<file path="src/rtl/cprv_pkg.sv">
// Shared constants and types for the load/store unit.
// Latency: none, declarations only.
// Backpressure: not applicable.
package cprv_pkg;

    // Major opcodes handled by the LSU
    localparam logic [6:0] OPC_LOAD  = 7'b0000011;
    localparam logic [6:0] OPC_STORE = 7'b0100011;

    // funct3[1:0] access size encodings
    localparam logic [1:0] SZ_B = 2'b00;
    localparam logic [1:0] SZ_H = 2'b01;
    localparam logic [1:0] SZ_W = 2'b10;
    localparam logic [1:0] SZ_D = 2'b11;

    // Unsigned doubleword load has no meaning on a 64-bit datapath
    localparam logic [2:0] F3_LDU = 3'b111;

    typedef enum logic [1:0] {
        IDLE = 2'd0,
        REQ  = 2'd1,
        WAIT = 2'd2,
        RESP = 2'd3
    } lsu_state_t;

endpackage

</file>
<file path="src/rtl/cprv_lsu_align.sv">
// Byte-lane steering: store strobe/data shift and load extract/extend.
// Latency: purely combinational.
// Backpressure: none, follows its inputs.
module cprv_lsu_align
    import cprv_pkg::*;
#(
    parameter int DATA_WIDTH = 64
) (
    input  logic [2:0]            funct3_i,
    input  logic [2:0]            offset_i,
    input  logic [DATA_WIDTH-1:0] store_data_i,
    input  logic [DATA_WIDTH-1:0] rdata_i,
    output logic [7:0]            wstrb_o,
    output logic [DATA_WIDTH-1:0] wdata_o,
    output logic [DATA_WIDTH-1:0] ldata_o
);

    logic [5:0]            shamt;
    logic [7:0]            size_mask;
    logic [DATA_WIDTH-1:0] shifted;
    logic                  zext;

    // Shift into/out of the addressed lane, then size-mask and extend
    always_comb begin
        shamt     = {offset_i, 3'b000};
        zext      = funct3_i[2];
        wdata_o   = store_data_i << shamt;
        shifted   = rdata_i >> shamt;
        size_mask = 8'h00;
        ldata_o   = '0;
        case (funct3_i[1:0])
            SZ_B: begin
                size_mask = 8'h01;
                ldata_o   = {{(DATA_WIDTH-8){~zext & shifted[7]}}, shifted[7:0]};
            end
            SZ_H: begin
                size_mask = 8'h03;
                ldata_o   = {{(DATA_WIDTH-16){~zext & shifted[15]}}, shifted[15:0]};
            end
            SZ_W: begin
                size_mask = 8'h0F;
                ldata_o   = {{(DATA_WIDTH-32){~zext & shifted[31]}}, shifted[31:0]};
            end
            default: begin
                size_mask = 8'hFF;
                ldata_o   = shifted;
            end
        endcase
        wstrb_o = size_mask << offset_i;
    end

endmodule

</file>
<file path="src/rtl/cprv_lsu.sv">
// Load/store unit: one outstanding LOAD/STORE from execute to a 64-bit memory port.
// Latency: store accept->resp_valid 2 cycles, load 3 cycles, error 1 cycle (minimums).
// Backpressure: req_ready only in IDLE; holds mem_req until mem_gnt, resp_valid until resp_ready.
module cprv_lsu
    import cprv_pkg::*;
#(
    parameter int DATA_WIDTH    = 64,
    parameter int ADDR_WIDTH    = 64,
    parameter int OPCODE_WIDTH  = 7,
    parameter int FUNCT3_WIDTH  = 3,
    parameter int REGADDR_WIDTH = 5
) (
    input  logic                     clk,
    input  logic                     rst,
    input  logic                     req_valid,
    output logic                     req_ready,
    input  logic [OPCODE_WIDTH-1:0]  opcode,
    input  logic [FUNCT3_WIDTH-1:0]  funct3,
    input  logic [ADDR_WIDTH-1:0]    addr,
    input  logic [DATA_WIDTH-1:0]    store_data,
    input  logic [REGADDR_WIDTH-1:0] rd,
    output logic                     mem_req,
    output logic                     mem_we,
    output logic [ADDR_WIDTH-1:0]    mem_addr,
    output logic [DATA_WIDTH-1:0]    mem_wdata,
    output logic [7:0]               mem_wstrb,
    input  logic                     mem_gnt,
    input  logic                     mem_rvalid,
    input  logic [DATA_WIDTH-1:0]    mem_rdata,
    output logic                     resp_valid,
    input  logic                     resp_ready,
    output logic                     resp_we,
    output logic [REGADDR_WIDTH-1:0] resp_rd,
    output logic [DATA_WIDTH-1:0]    resp_data,
    output logic                     resp_err
);

    lsu_state_t state_q, state_d;

    logic [2:0]               funct3_q;
    logic [2:0]               offset_q;
    logic                     is_store_q;
    logic                     mem_we_q;
    logic [ADDR_WIDTH-1:0]    mem_addr_q;
    logic [DATA_WIDTH-1:0]    mem_wdata_q;
    logic [7:0]               mem_wstrb_q;
    logic                     resp_we_q;
    logic [REGADDR_WIDTH-1:0] resp_rd_q;
    logic [DATA_WIDTH-1:0]    resp_data_q;
    logic                     resp_err_q;

    logic                     is_load;
    logic                     is_store;
    logic                     illegal;
    logic                     misaligned;
    logic                     req_err;
    logic                     accept;

    logic [2:0]               al_funct3;
    logic [2:0]               al_offset;
    logic [7:0]               al_wstrb;
    logic [DATA_WIDTH-1:0]    al_wdata;
    logic [DATA_WIDTH-1:0]    al_ldata;

    // Decode the offered request and classify it as legal or faulting
    always_comb begin
        is_load  = (opcode == OPC_LOAD);
        is_store = (opcode == OPC_STORE);
        illegal  = !(is_load || is_store)
                 || (is_load  && (funct3[2:0] == F3_LDU))
                 || (is_store && funct3[2]);
        case (funct3[1:0])
            SZ_H:    misaligned = addr[0];
            SZ_W:    misaligned = |addr[1:0];
            SZ_D:    misaligned = |addr[2:0];
            default: misaligned = 1'b0;
        endcase
        req_err = illegal || misaligned;
    end

    assign accept = (state_q == IDLE) && req_valid;

    // The aligner sees live inputs while accepting a store and the
    // captured request once a load is waiting for its read data.
    assign al_funct3 = (state_q == IDLE) ? funct3[2:0] : funct3_q;
    assign al_offset = (state_q == IDLE) ? addr[2:0]   : offset_q;

    cprv_lsu_align #(
        .DATA_WIDTH (DATA_WIDTH)
    ) u_align (
        .funct3_i     (al_funct3),
        .offset_i     (al_offset),
        .store_data_i (store_data),
        .rdata_i      (mem_rdata),
        .wstrb_o      (al_wstrb),
        .wdata_o      (al_wdata),
        .ldata_o      (al_ldata)
    );

    // State register; reset abandons any transaction in flight
    always_ff @(posedge clk or posedge rst) begin
        if (rst) begin
            state_q <= IDLE;
        end else begin
            state_q <= state_d;
        end
    end

    // Next-state and handshake outputs
    always_comb begin
        state_d    = state_q;
        req_ready  = 1'b0;
        mem_req    = 1'b0;
        resp_valid = 1'b0;
        case (state_q)
            IDLE: begin
                req_ready = 1'b1;
                if (req_valid) begin
                    state_d = req_err ? RESP : REQ;
                end
            end
            REQ: begin
                mem_req = 1'b1;
                if (mem_gnt) begin
                    state_d = is_store_q ? RESP : WAIT;
                end
            end
            WAIT: begin
                if (mem_rvalid) begin
                    state_d = RESP;
                end
            end
            RESP: begin
                resp_valid = 1'b1;
                if (resp_ready) begin
                    state_d = IDLE;
                end
            end
            default: state_d = IDLE;
        endcase
    end

    // Capture the request at accept and the load result on read data
    always_ff @(posedge clk or posedge rst) begin
        if (rst) begin
            funct3_q    <= '0;
            offset_q    <= '0;
            is_store_q  <= 1'b0;
            mem_we_q    <= 1'b0;
            mem_addr_q  <= '0;
            mem_wdata_q <= '0;
            mem_wstrb_q <= '0;
            resp_we_q   <= 1'b0;
            resp_rd_q   <= '0;
            resp_data_q <= '0;
            resp_err_q  <= 1'b0;
        end else begin
            if (accept) begin
                funct3_q    <= funct3[2:0];
                offset_q    <= addr[2:0];
                is_store_q  <= is_store;
                resp_rd_q   <= rd;
                resp_err_q  <= req_err;
                resp_we_q   <= is_load && !req_err && (rd != '0);
                resp_data_q <= '0;
                if (req_err) begin
                    mem_we_q    <= 1'b0;
                    mem_addr_q  <= '0;
                    mem_wdata_q <= '0;
                    mem_wstrb_q <= '0;
                end else begin
                    mem_we_q    <= is_store;
                    mem_addr_q  <= {addr[ADDR_WIDTH-1:3], 3'b000};
                    mem_wdata_q <= is_store ? al_wdata : '0;
                    mem_wstrb_q <= is_store ? al_wstrb : 8'h00;
                end
            end
            if ((state_q == WAIT) && mem_rvalid) begin
                resp_data_q <= al_ldata;
            end
        end
    end

    assign mem_we    = mem_we_q;
    assign mem_addr  = mem_addr_q;
    assign mem_wdata = mem_wdata_q;
    assign mem_wstrb = mem_wstrb_q;
    assign resp_we   = resp_we_q;
    assign resp_rd   = resp_rd_q;
    assign resp_data = resp_data_q;
    assign resp_err  = resp_err_q;

endmodule

</file>
<file path="config.mk">
export PLATFORM = sky130hd
export DESIGN_NAME = cprv_lsu
export DESIGN_NICKNAME = d
export VERILOG_FILES = /design/src/rtl/cprv_pkg.sv /design/src/rtl/cprv_lsu_align.sv /design/src/rtl/cprv_lsu.sv
export SDC_FILE = /design/constraint.sdc
export NUM_CORES = 1
export LEC_CHECK = 0
export BUFFER_PORTS_ARGS = -buffer_cell sky130_fd_sc_hd__buf_2
export CAP_MARGIN = 20
export CORE_MARGIN = 3
export CORE_UTILIZATION = 45
export DETAILED_ROUTE_END_ITERATION = 10
export MAX_ROUTING_LAYER = met4
export PLACE_DENSITY = 0.87
export SLEW_MARGIN = 20
export SYNTH_ARGS = -nofsm -noshare
export SYNTH_HDL_FRONTEND = slang
export SYNTH_SLANG_ARGS = --single-unit
</file>
<file path="constraint.sdc">
create_clock -name clk -period 7.7 [get_ports clk]
set_input_delay 1.925 -clock clk [delete_from_list [all_inputs] [get_ports clk]]
set_output_delay 1.925 -clock clk [all_outputs]
set_load 0.005 [all_outputs]
</file>
==> results of run 1 <==
cells in the mapped netlist, types with 31 or more instances:
cell	instances	share of area [%]
dfrtp_1	214	47
nand2_1	209	6.9
o21ai_0	85	3.7
a22o_1	79	6.1
mux2i_1	60	5.3
clkbuf_1	58	1.9
a22oi_1	57	3.8
mux4_2	48	9.5
nor2_1	45	1.5
a21oi_1	38	1.7
nand3_1	31	1.4
worst paths after layout:
path	startpoint	end	slack [ns]	cells past startpoint
max reg2reg	state_q[0]	resp_data[37]	3.45	9
min	resp_rd[3]	resp_rd[3]	0.47	2
max in group asynchronous	rst	mem_addr[3]	4.70	4
min reg2reg	resp_rd[3]	resp_rd[3]	0.47	2
max	addr[2]	resp_data[37]	3.19	7
min in group asynchronous	rst	mem_addr[50]	1.67	3
power breakdown:
group | leakage [nW] | switching (mW) | internal, mW
logic | 4.33 | 1.52 | 1.02
registers | 2.90 | 0.124 | 1.29
clock network | 0.460 | 0.472 | 0.857
total | 7.69 | 2.12 | 3.17
sequential cells by signal, summed over array words and instances, names as in the netlist:
signal / count
mem_we: 1
mem_addr: 61
resp_rd: 5
mem_wdata: 64
is_store_q: 1
resp_we: 1
resp_err: 1
offset_q: 3
mem_wstrb: 8
resp_data: 64
funct3_q: 3
state_q: 2
cells by family after synthesis:
family	Yosys count
fa+ha+maj	4
buf+inv	100
compound gates	311
flops	214
other cells	1
simple gates	328
mux	132
layer usage:
metal	share of wire [%]	wire length, um	global-route usage (%)
met5	0	0	-
met4	4.1	1743	12.54
met3	10	4336	5.869
met2	49	20540	50.17
met1	37	15460	37.05
final cells by class:
type,instances,area [um^2],area share (%)
Antenna cell,8,20.02,0.1373
Tap cell,324,405.4,2.780
Inverter,8,33.78,0.2317
Sequential cell,214,5355,36.72
Clock buffer,32,721.9,4.951
Timing Repair Buffer,434,2220,15.22
Clock inverter,11,211.5,1.450
Multi-Input combinational cell,778,5615,38.51
tightest hold or removal path, cell delays in order (launching register included):
cell and delay (ns):
dfrtp_1 0.34, nand2_1 0.05, nand2_1 0.05
==> metrics.md, run 1 <==
| Metric | Value |
|---|---|
| Buffers plus inverters on the worst setup path | 1 |
| Num ports | 424 |
| Place WS | 2.700 ns |
| Post-synth top flop | dfrtp_1 |
| Worst slew pin tran | 1.105 ns |
| Synth Area in XOR/XNOR | 0% |
| Grt ovf | 0 |
| Clock Root Buffer | clkbuf_16 |
| Post-synthesis mux area share | 17.44% |
| Final Power | 5.291 mW |
| Overall routing resource usage | 30.49% |
| Cells along the critical path | buf_2, mux2_2, mux4_2, mux2i_4, or3_1, a21boi_4, nand2_1 |
| CP Max Fanout | 36 |
| Hold Buf Count CTS | 0 |
| Max-slew violations | 0 |
| Crit path setup slack, layout | 3.189 ns |
| CTS buffer count | 24 |
| Final #Nets | 1677 |
| H-tree levels | 1 |
| CP arrival | 4.87 ns |
| Residual DRC count | 0 |
| Via density | 6.064 |
| Asr flop ratio synth | 100.0% |
| Share of synthesized area occupied by flip-flops and latches | 47.16% |
| CTS max path bufs | 3 |
| Tmin final | 4.511 ns |
| Outcome | complete, no violations |
| Routability cong. | 1.027 |
| Area delta synth->final | 28.43% |
| Most common cell after layout, fill and taps aside | buf_2 |
| Antenna violations before repair | 7 |
| Hold Vio Cnt, Final | 0 |
| Pwr/cell area | 362.8 mW/mm^2 |
| Die Span Y | 164.8 um |
| WL/cell | 23.26 um |
| Layout filler cell count | 2066 |
| Max VDD drop | 304.6 uV |
| Final Cycle Share | 58.58% |
| Share of layout cells above drive strength 1 | 38.52% |
| Compound-Gate Fraction of Synth Area | 18.88% |
| Syn Std Cell Area | 0.01135 mm^2 |
| Routed Antenna Nets | 0 |
| Leak | 7.690 nW |
| Final hold slack | 0.4697 ns |
| Final setup vio count | 0 |
| Sink Count | 214 |
| RSZ-0062 raised after global routing | no |
| Cell variety after synth | 51 |
| Synth Area in Adders | 0.4408% |
| Worst setup EP type | flip-flop |
| Post-CTS Resized | 0 |
| Worst Path Required | 8.06 ns |
| Non-filler instance count after layout | 1809 |
| Final Instance Area | 0.01458 mm^2 |
| Family with the most delay on the worst path | multiplexers |
| Drt pass-1 iters | 5 |
| Largest family of logic cells by synthesized area | compound AO/OA/AOI/OAI gates |
| CORE AREA | 0.02453 mm^2 |
| # rows | 57 |
| Critical path launch point type | input port |
| EDFF count, synth | 0 |
| Max Clk Rate | 221.7 MHz |
| Reg clk slew, reported paths | 0.06 ns |
| Die area | 0.02717 mm^2 |
| Util after Layout | 59.44% |
| Max-Cap Viols | 0 |
| DP Area | 0.01362 mm^2 |
| CTS tree | done |
| Vias in the first global route | 10970 |
| Crit path kind | input port to flip-flop |
| Clk_skew | 0.01125 ns |
| Via count | 10970 |
| Dpl hpwl | 30430 um |
| Total wire length | 42080 um |
| Crit-path max cell delay | 0.77 ns |
| Iter 0 DRT Violations | 1223 |
| Setup TNS | 0 ns |
| Seq cells post-synth | 214 |
| Post-Synth Simple-Gate Area | 12.09% |
| Largest net degree at the start of global routing | 149 |
| Placed cell count | 1758 |
| Port-buffer cells | 420 |
| Global-route wire length before repair | 62280 um |
| Tightest Hold Check Type | flip-flop to flip-flop |
| Most frequent cells in the layout | buf_2 (420), dfrtp_1 (214), nand2_1 (208) |
| Mapped Cells | 1090 |
| Number of setup buffers added after CTS | 0 |
| Slew HR | 25.95% |
| Initial Util | 46.28% |
| Synth warn | 0 |
| Slowest CP cell | mux2_2 |
| Mean area per synthesized cell | 10.42 um^2 |
| Skew-Pair Late Insertion Delay | 0.52 ns |
| Die width | 164.8 um |
No activity file was read; power rests on OpenSTA's default activity.
==> inputs of run 2 (changes only) <==
==> constraint.sdc (replaced) <==
create_clock -name clk -period 3.6 [get_ports clk]
set_input_delay 0.9 -clock clk [delete_from_list [all_inputs] [get_ports clk]]
set_output_delay 0.9 -clock clk [all_outputs]
set_load 0.005 [all_outputs]
==> run 2 against run 1 <==
Core utilization increased by 0.60 points. Clock-buffer cell count fell by 3. Clock power increased by 100%. Sequential power increased by 110%. Critical path depth rose by 2. Non-clock buffer count grew 19. Largest cell class unchanged.
==> metrics.md, run 2 (same netlist as run 1, synthesis figures left out) <==
| Metric | Value |
|---|---|
| Sink Count | 214 (unchanged) |
| Die area | 0.02717 mm^2 (unchanged) |
| Via density | 6.064 (about the same) |
| RSZ-0062 raised after global routing | no |
| Largest net degree at the start of global routing | 144 (-3.4%) |
| Clock Root Buffer | clkbuf_16 |
| CP Max Fanout | 39 (+8.3%) |
| CORE AREA | 0.02453 mm^2 (unchanged) |
| Worst setup EP type | flip-flop |
| Final #Nets | 1696 (+1.1%) |
| Global-route wire length before repair | 63640 um (+2.2%) |
| Slew HR | 39.80% (+14 points) |
| Worst Path Required | 3.95 ns (-4.11 ns) |
| Hold Buf Count CTS | 0 (unchanged) |
| Leak | 7.763 nW (+0.95%) |
| Reg clk slew, reported paths | 0.06 ns (about the same) |
| CTS buffer count | 24 (unchanged) |
| Layout filler cell count | 2073 (+0.34%) |
| Final Power | 11.44 mW (+120%) |
| Residual DRC count | 0 (unchanged) |
| CTS tree | done |
| CP arrival | 3.62 ns (-1.25 ns) |
| Crit path setup slack, layout | 0.3291 ns (-2.860 ns) |
| Max Clk Rate | 305.7 MHz |
| WL/cell | 23.44 um (+0.78%) |
| Final Cycle Share | 90.86% |
| Util after Layout | 60.04% (+0.60 points) |
| Outcome | complete, no violations |
| Drt pass-1 iters | 5 (unchanged) |
| Initial Util | 46.28% (unchanged) |
| Max-Cap Viols | 0 (unchanged) |
| Grt ovf | 0 (unchanged) |
| Final setup vio count | 0 (unchanged) |
| Num ports | 424 (unchanged) |
| Number of setup buffers added after CTS | 0 (unchanged) |
| Most common cell after layout, fill and taps aside | buf_2 |
| Clk_skew | 0.01102 ns (-0.0002209 ns) |
| # rows | 57 (unchanged) |
| Critical path launch point type | flip-flop |
| Total wire length | 42970 um (+2.1%) |
| Vias in the first global route | 11030 (+0.58%) |
| Die width | 164.8 um (unchanged) |
| Tightest Hold Check Type | flip-flop to flip-flop |
| CTS max path bufs | 3 (unchanged) |
| Tmin final | 3.271 ns |
| Max VDD drop | 504.2 uV (+66%) |
| Hold Vio Cnt, Final | 0 (unchanged) |
| Iter 0 DRT Violations | 1272 (+4.0%) |
| Die Span Y | 164.8 um (unchanged) |
| Max-slew violations | 0 (unchanged) |
| Overall routing resource usage | 31.30% (+0.80 points) |
| Place WS | 0.3540 ns (-2.346 ns) |
| Worst slew pin tran | 0.9025 ns (-0.2022 ns) |
| Dpl hpwl | 31080 um (+2.1%) |
| Via count | 11120 (+1.3%) |
| Share of layout cells above drive strength 1 | 39.08% (+0.55 points) |
| Post-CTS Resized | 0 (unchanged) |
| Pwr/cell area | 776.4 mW/mm^2 (+110%) |
| Skew-Pair Late Insertion Delay | 0.53 ns (about the same) |
| Area delta synth->final | 29.72% |
| Routability cong. | 0.9945 (-3.1%) |
| Antenna violations before repair | 10 (+3) |
| Port-buffer cells | 420 (unchanged) |
| Most frequent cells in the layout | buf_2 (420), dfrtp_1 (214), nand2_1 (208) |
| Crit path kind | flip-flop to flip-flop |
| Routed Antenna Nets | 0 (unchanged) |
| H-tree levels | 1 (unchanged) |
| Final hold slack | 0.4749 ns (+0.005229 ns) |
| Setup TNS | 0 ns (unchanged) |
==> run 2: worst paths after layout <==
check / start / endpoint / slack, ns / cells past startpoint
worst max register to register: state_q[0] / resp_data[23] / 0.33 / 9
worst min register to register: mem_wdata[36] / mem_wdata[36] / 0.47 / 2
worst max-delay path: state_q[0] / resp_data[23] / 0.33 / 9
min in group asynchronous: rst / mem_addr[43] / 0.50 / 3
max in group asynchronous: rst / mem_wdata[63] / 2.35 / 3
worst min-delay path: mem_wdata[36] / mem_wdata[36] / 0.47 / 2
==> run 2: worst max-delay path: stages, from the launching register on <==
cell and delay, ns:
dfrtp_1 0.40, inv_1 0.13, ha_1 0.37, buf_4 0.28, mux2i_4 0.29, buf_4 0.47
mux4_2 0.31, nor2_1 0.06, o21ai_2 0.50, o311ai_0 0.26
==> run 2: through the flow <==
| stage | cells | instance area [um^2] |
|---|---|---|
| final | 1833 | 14730 |
| after CTS | 1821 | 14700 |
| after detailed placement | 1777 | 13830 |
| after global routing | 1831 | 14720 |
| after global placement | 1777 | 13830 |
| after floorplan | 1092 | 11370 |
==> run 2: area by class of cell <==
type | instances | area [um^2] | area share (%)
multi-input combinational | 778 | 5610 | 38.09
sequential | 214 | 5355 | 36.36
clock buffer | 29 | 639.4 | 4.341
clock inverter | 15 | 230.2 | 1.563
inverter | 8 | 33.78 | 0.2294
tap | 324 | 405.4 | 2.752
timing repair buffer | 453 | 2425 | 16.46
antenna | 12 | 30.03 | 0.2039
==> run 2: power breakdown <==
part	total, mW	internal [mW]	switching [mW]
clock network	2.71	1.64	1.07
registers	3.01	2.77	0.242
logic	5.71	2.34	3.38
==> run 2: layer usage <==
| layer | up-vias | part of all wire [%] | GRT usage (%) |
|---|---|---|---|
| li1 | 4833 | - | - |
| met1 | 5357 | 35 | 37.31 |
| met2 | 780 | 49 | 51.35 |
| met3 | 146 | 11 | 7.524 |
| met4 | 0 | 4.6 | 12.58 |
| met5 | - | 0 | - |
==> inputs of run 3 (changes only) <==
--- a/config.mk
+++ b/config.mk
@@ -7,11 +7,14 @@
 export LEC_CHECK = 0
 export BUFFER_PORTS_ARGS = -buffer_cell sky130_fd_sc_hd__buf_2
 export CAP_MARGIN = 20
-export CORE_MARGIN = 3
-export CORE_UTILIZATION = 45
+export CELL_PAD_IN_SITES_DETAIL_PLACEMENT = 0
+export CELL_PAD_IN_SITES_GLOBAL_PLACEMENT = 1
+export CORE_MARGIN = 2
+export CORE_UTILIZATION = 35
+export CTS_BUF_LIST = sky130_fd_sc_hd__clkbuf_8
 export DETAILED_ROUTE_END_ITERATION = 10
 export MAX_ROUTING_LAYER = met4
-export PLACE_DENSITY = 0.87
+export PLACE_DENSITY = 0.89
 export SLEW_MARGIN = 20
 export SYNTH_ARGS = -nofsm -noshare
 export SYNTH_HDL_FRONTEND = slang
==> run 3 against run 2 <==
Critical path depth up 1. Clock-buffer cell count up 22. Largest power group unchanged. Sequential power about the same. Final area up 0.11%. Flip-flop and latch count unchanged.
==> metrics.md, run 3 (same netlist as run 1, synthesis figures left out) <==
| Metric | Value |
|---|---|
| Antenna violations before repair | 9 (-1) |
| Total wire length | 43110 um (+0.34%) |
| CORE AREA | 0.03172 mm^2 (+29%) |
| Most common cell after layout, fill and taps aside | buf_2 |
| Vias in the first global route | 10840 (-1.7%) |
| Post-CTS Resized | 0 (unchanged) |
| Non-filler instance count after layout | 1934 (+5.5%) |
| Iter 0 DRT Violations | 737 (-42%) |
| Max-slew violations | 0 (unchanged) |
| Worst setup EP type | flip-flop |
| Routed Antenna Nets | 0 (unchanged) |
| Routability cong. | 0.9518 (-4.3%) |
| Via density | 5.587 (-7.9%) |
| Final #Nets | 1712 (+0.94%) |
| CP arrival | 3.57 ns (-0.05 ns) |
| Share of layout cells above drive strength 1 | 39.55% (+0.48 points) |
| Place WS | 0.3004 ns (-0.05366 ns) |
| Largest net degree at the start of global routing | 148 (+2.8%) |
| Global-route wire length before repair | 64520 um (+1.4%) |
| Critical path launch point type | flip-flop |
| Sink Count | 214 (unchanged) |
| Residual DRC count | 0 (unchanged) |
| Via count | 10810 (-2.8%) |
| Final setup vio count | 0 (unchanged) |
| Number of setup buffers added after CTS | 0 (unchanged) |
| Max-Cap Viols | 0 (unchanged) |
| CTS max path bufs | 3 (unchanged) |
| CTS tree | done |
| H-tree levels | 2 (+1) |
| WL/cell | 22.29 um (-4.9%) |
| Die area | 0.03390 mm^2 (+25%) |
| Clock Root Buffer | clkbuf_8 |
| Die Span Y | 184.1 um (+12%) |
| Most frequent cells in the layout | buf_2 (420), dfrtp_1 (214), nand2_1 (208) |
| Reg clk slew, reported paths | 0.06 ns (about the same) |
| Initial Util | 35.80% (-10 points) |
| Max VDD drop | 458.6 uV (-9.0%) |
| Slew HR | 40.09% (+0.29 points) |
| CP Max Fanout | 82 (+110%) |
| Placed cell count | 1854 (+4.3%) |
| Crit path setup slack, layout | 0.4585 ns (+0.1294 ns) |
| Drt pass-1 iters | 5 (unchanged) |
| Worst Path Required | 4.02 ns (+0.07 ns) |
| Die width | 184.1 um (+12%) |
| CTS buffer count | 41 (+71%) |
| Leak | 7.797 nW (+0.44%) |
| Util after Layout | 46.49% (-14 points) |
| Hold Vio Cnt, Final | 0 (unchanged) |
| Final Power | 11.06 mW (-3.3%) |
| Port-buffer cells | 420 (unchanged) |
| Worst slew pin tran | 0.8981 ns (-0.004421 ns) |
| Pwr/cell area | 749.7 mW/mm^2 (-3.4%) |
| Overall routing resource usage | 25.62% (-5.7 points) |
| Dpl hpwl | 31390 um (+1.0%) |
| Layout filler cell count | 3040 (+47%) |
| Clk_skew | 0.01735 ns (+0.006326 ns) |
| Outcome | complete, no violations |
| Max Clk Rate | 318.3 MHz (+4.1%) |
| Num ports | 424 (unchanged) |
| Final Cycle Share | 87.26% (-3.6 points) |
| Hold Buf Count CTS | 0 (unchanged) |
| Final hold slack | 0.4707 ns (-0.004195 ns) |
| Tmin final | 3.141 ns (-0.1294 ns) |
| # rows | 65 (+14%) |
| Grt ovf | 0 (unchanged) |
| Area delta synth->final | 29.86% |
| Skew-Pair Late Insertion Delay | 0.53 ns (about the same) |
| Crit path kind | flip-flop to flip-flop |
| Tightest Hold Check Type | flip-flop to flip-flop |
| RSZ-0062 raised after global routing | no |
-- run 3: final timing paths --
kind,startpoint,end,slack [ns],cells after the start
worst min-delay path,mem_wdata[23],mem_wdata[23],0.47,2
max in group asynchronous,rst,resp_data[43],2.32,3
worst max register to register,state_q[0],resp_data[23],0.46,10
worst min register to register,mem_wdata[23],mem_wdata[23],0.47,2
worst max-delay path,state_q[0],resp_data[23],0.46,10
min in group asynchronous,rst,is_store_q,0.57,3
-- run 3: report_power, final --
| group | total [mW] | internal, mW | switching [mW] |
|---|---|---|---|
| Sequential | 3.00 | 2.77 | 0.235 |
| Combinational | 5.66 | 2.33 | 3.33 |
| Clock | 2.39 | 1.34 | 1.05 |
| Total | 11.1 | 6.44 | 4.61 |
-- run 3: final cells by class --
cell class | instances | area, um^2 | share of cell area [%]
diodes | 10 | 25.02 | 0.1697
well taps | 402 | 503.0 | 3.411
flip-flops and latches | 214 | 5355 | 36.32
multi-input cells | 778 | 5610 | 38.05
repair buffers | 452 | 2405 | 16.31
clock buffers | 51 | 701.9 | 4.760
clock inverters | 19 | 111.4 | 0.7552
inverters | 8 | 33.78 | 0.2291
-- run 3: worst max-delay path: stages, from the launching register on --
cell      delay, ns
dfrtp_1        0.40
inv_1          0.12
ha_1           0.27
buf_4          0.28
mux2i_4        0.31
buf_12         0.43
nand2_1        0.10
mux4_2         0.49
nor2_1         0.19
o21ai_2        0.23
o311ai_0       0.19
-- run 3: per-stage QoR --
step	area [um^2]	setup TNS, ns
detailed placement	13910	0
finish	14750	0
global route	14740	0
floorplan	11370	-18.01
CTS	14720	0
global placement	13910	0
-- run 3: layer usage --
layer | GRT usage, % | up-vias | routed length (um)
met5 | - | - | 0
met3 | 6.797 | 111 | 3928
met1 | 29.43 | 5283 | 16420
met2 | 41.93 | 574 | 20830
li1 | - | 4838 | -
met4 | 11.94 | 0 | 1933
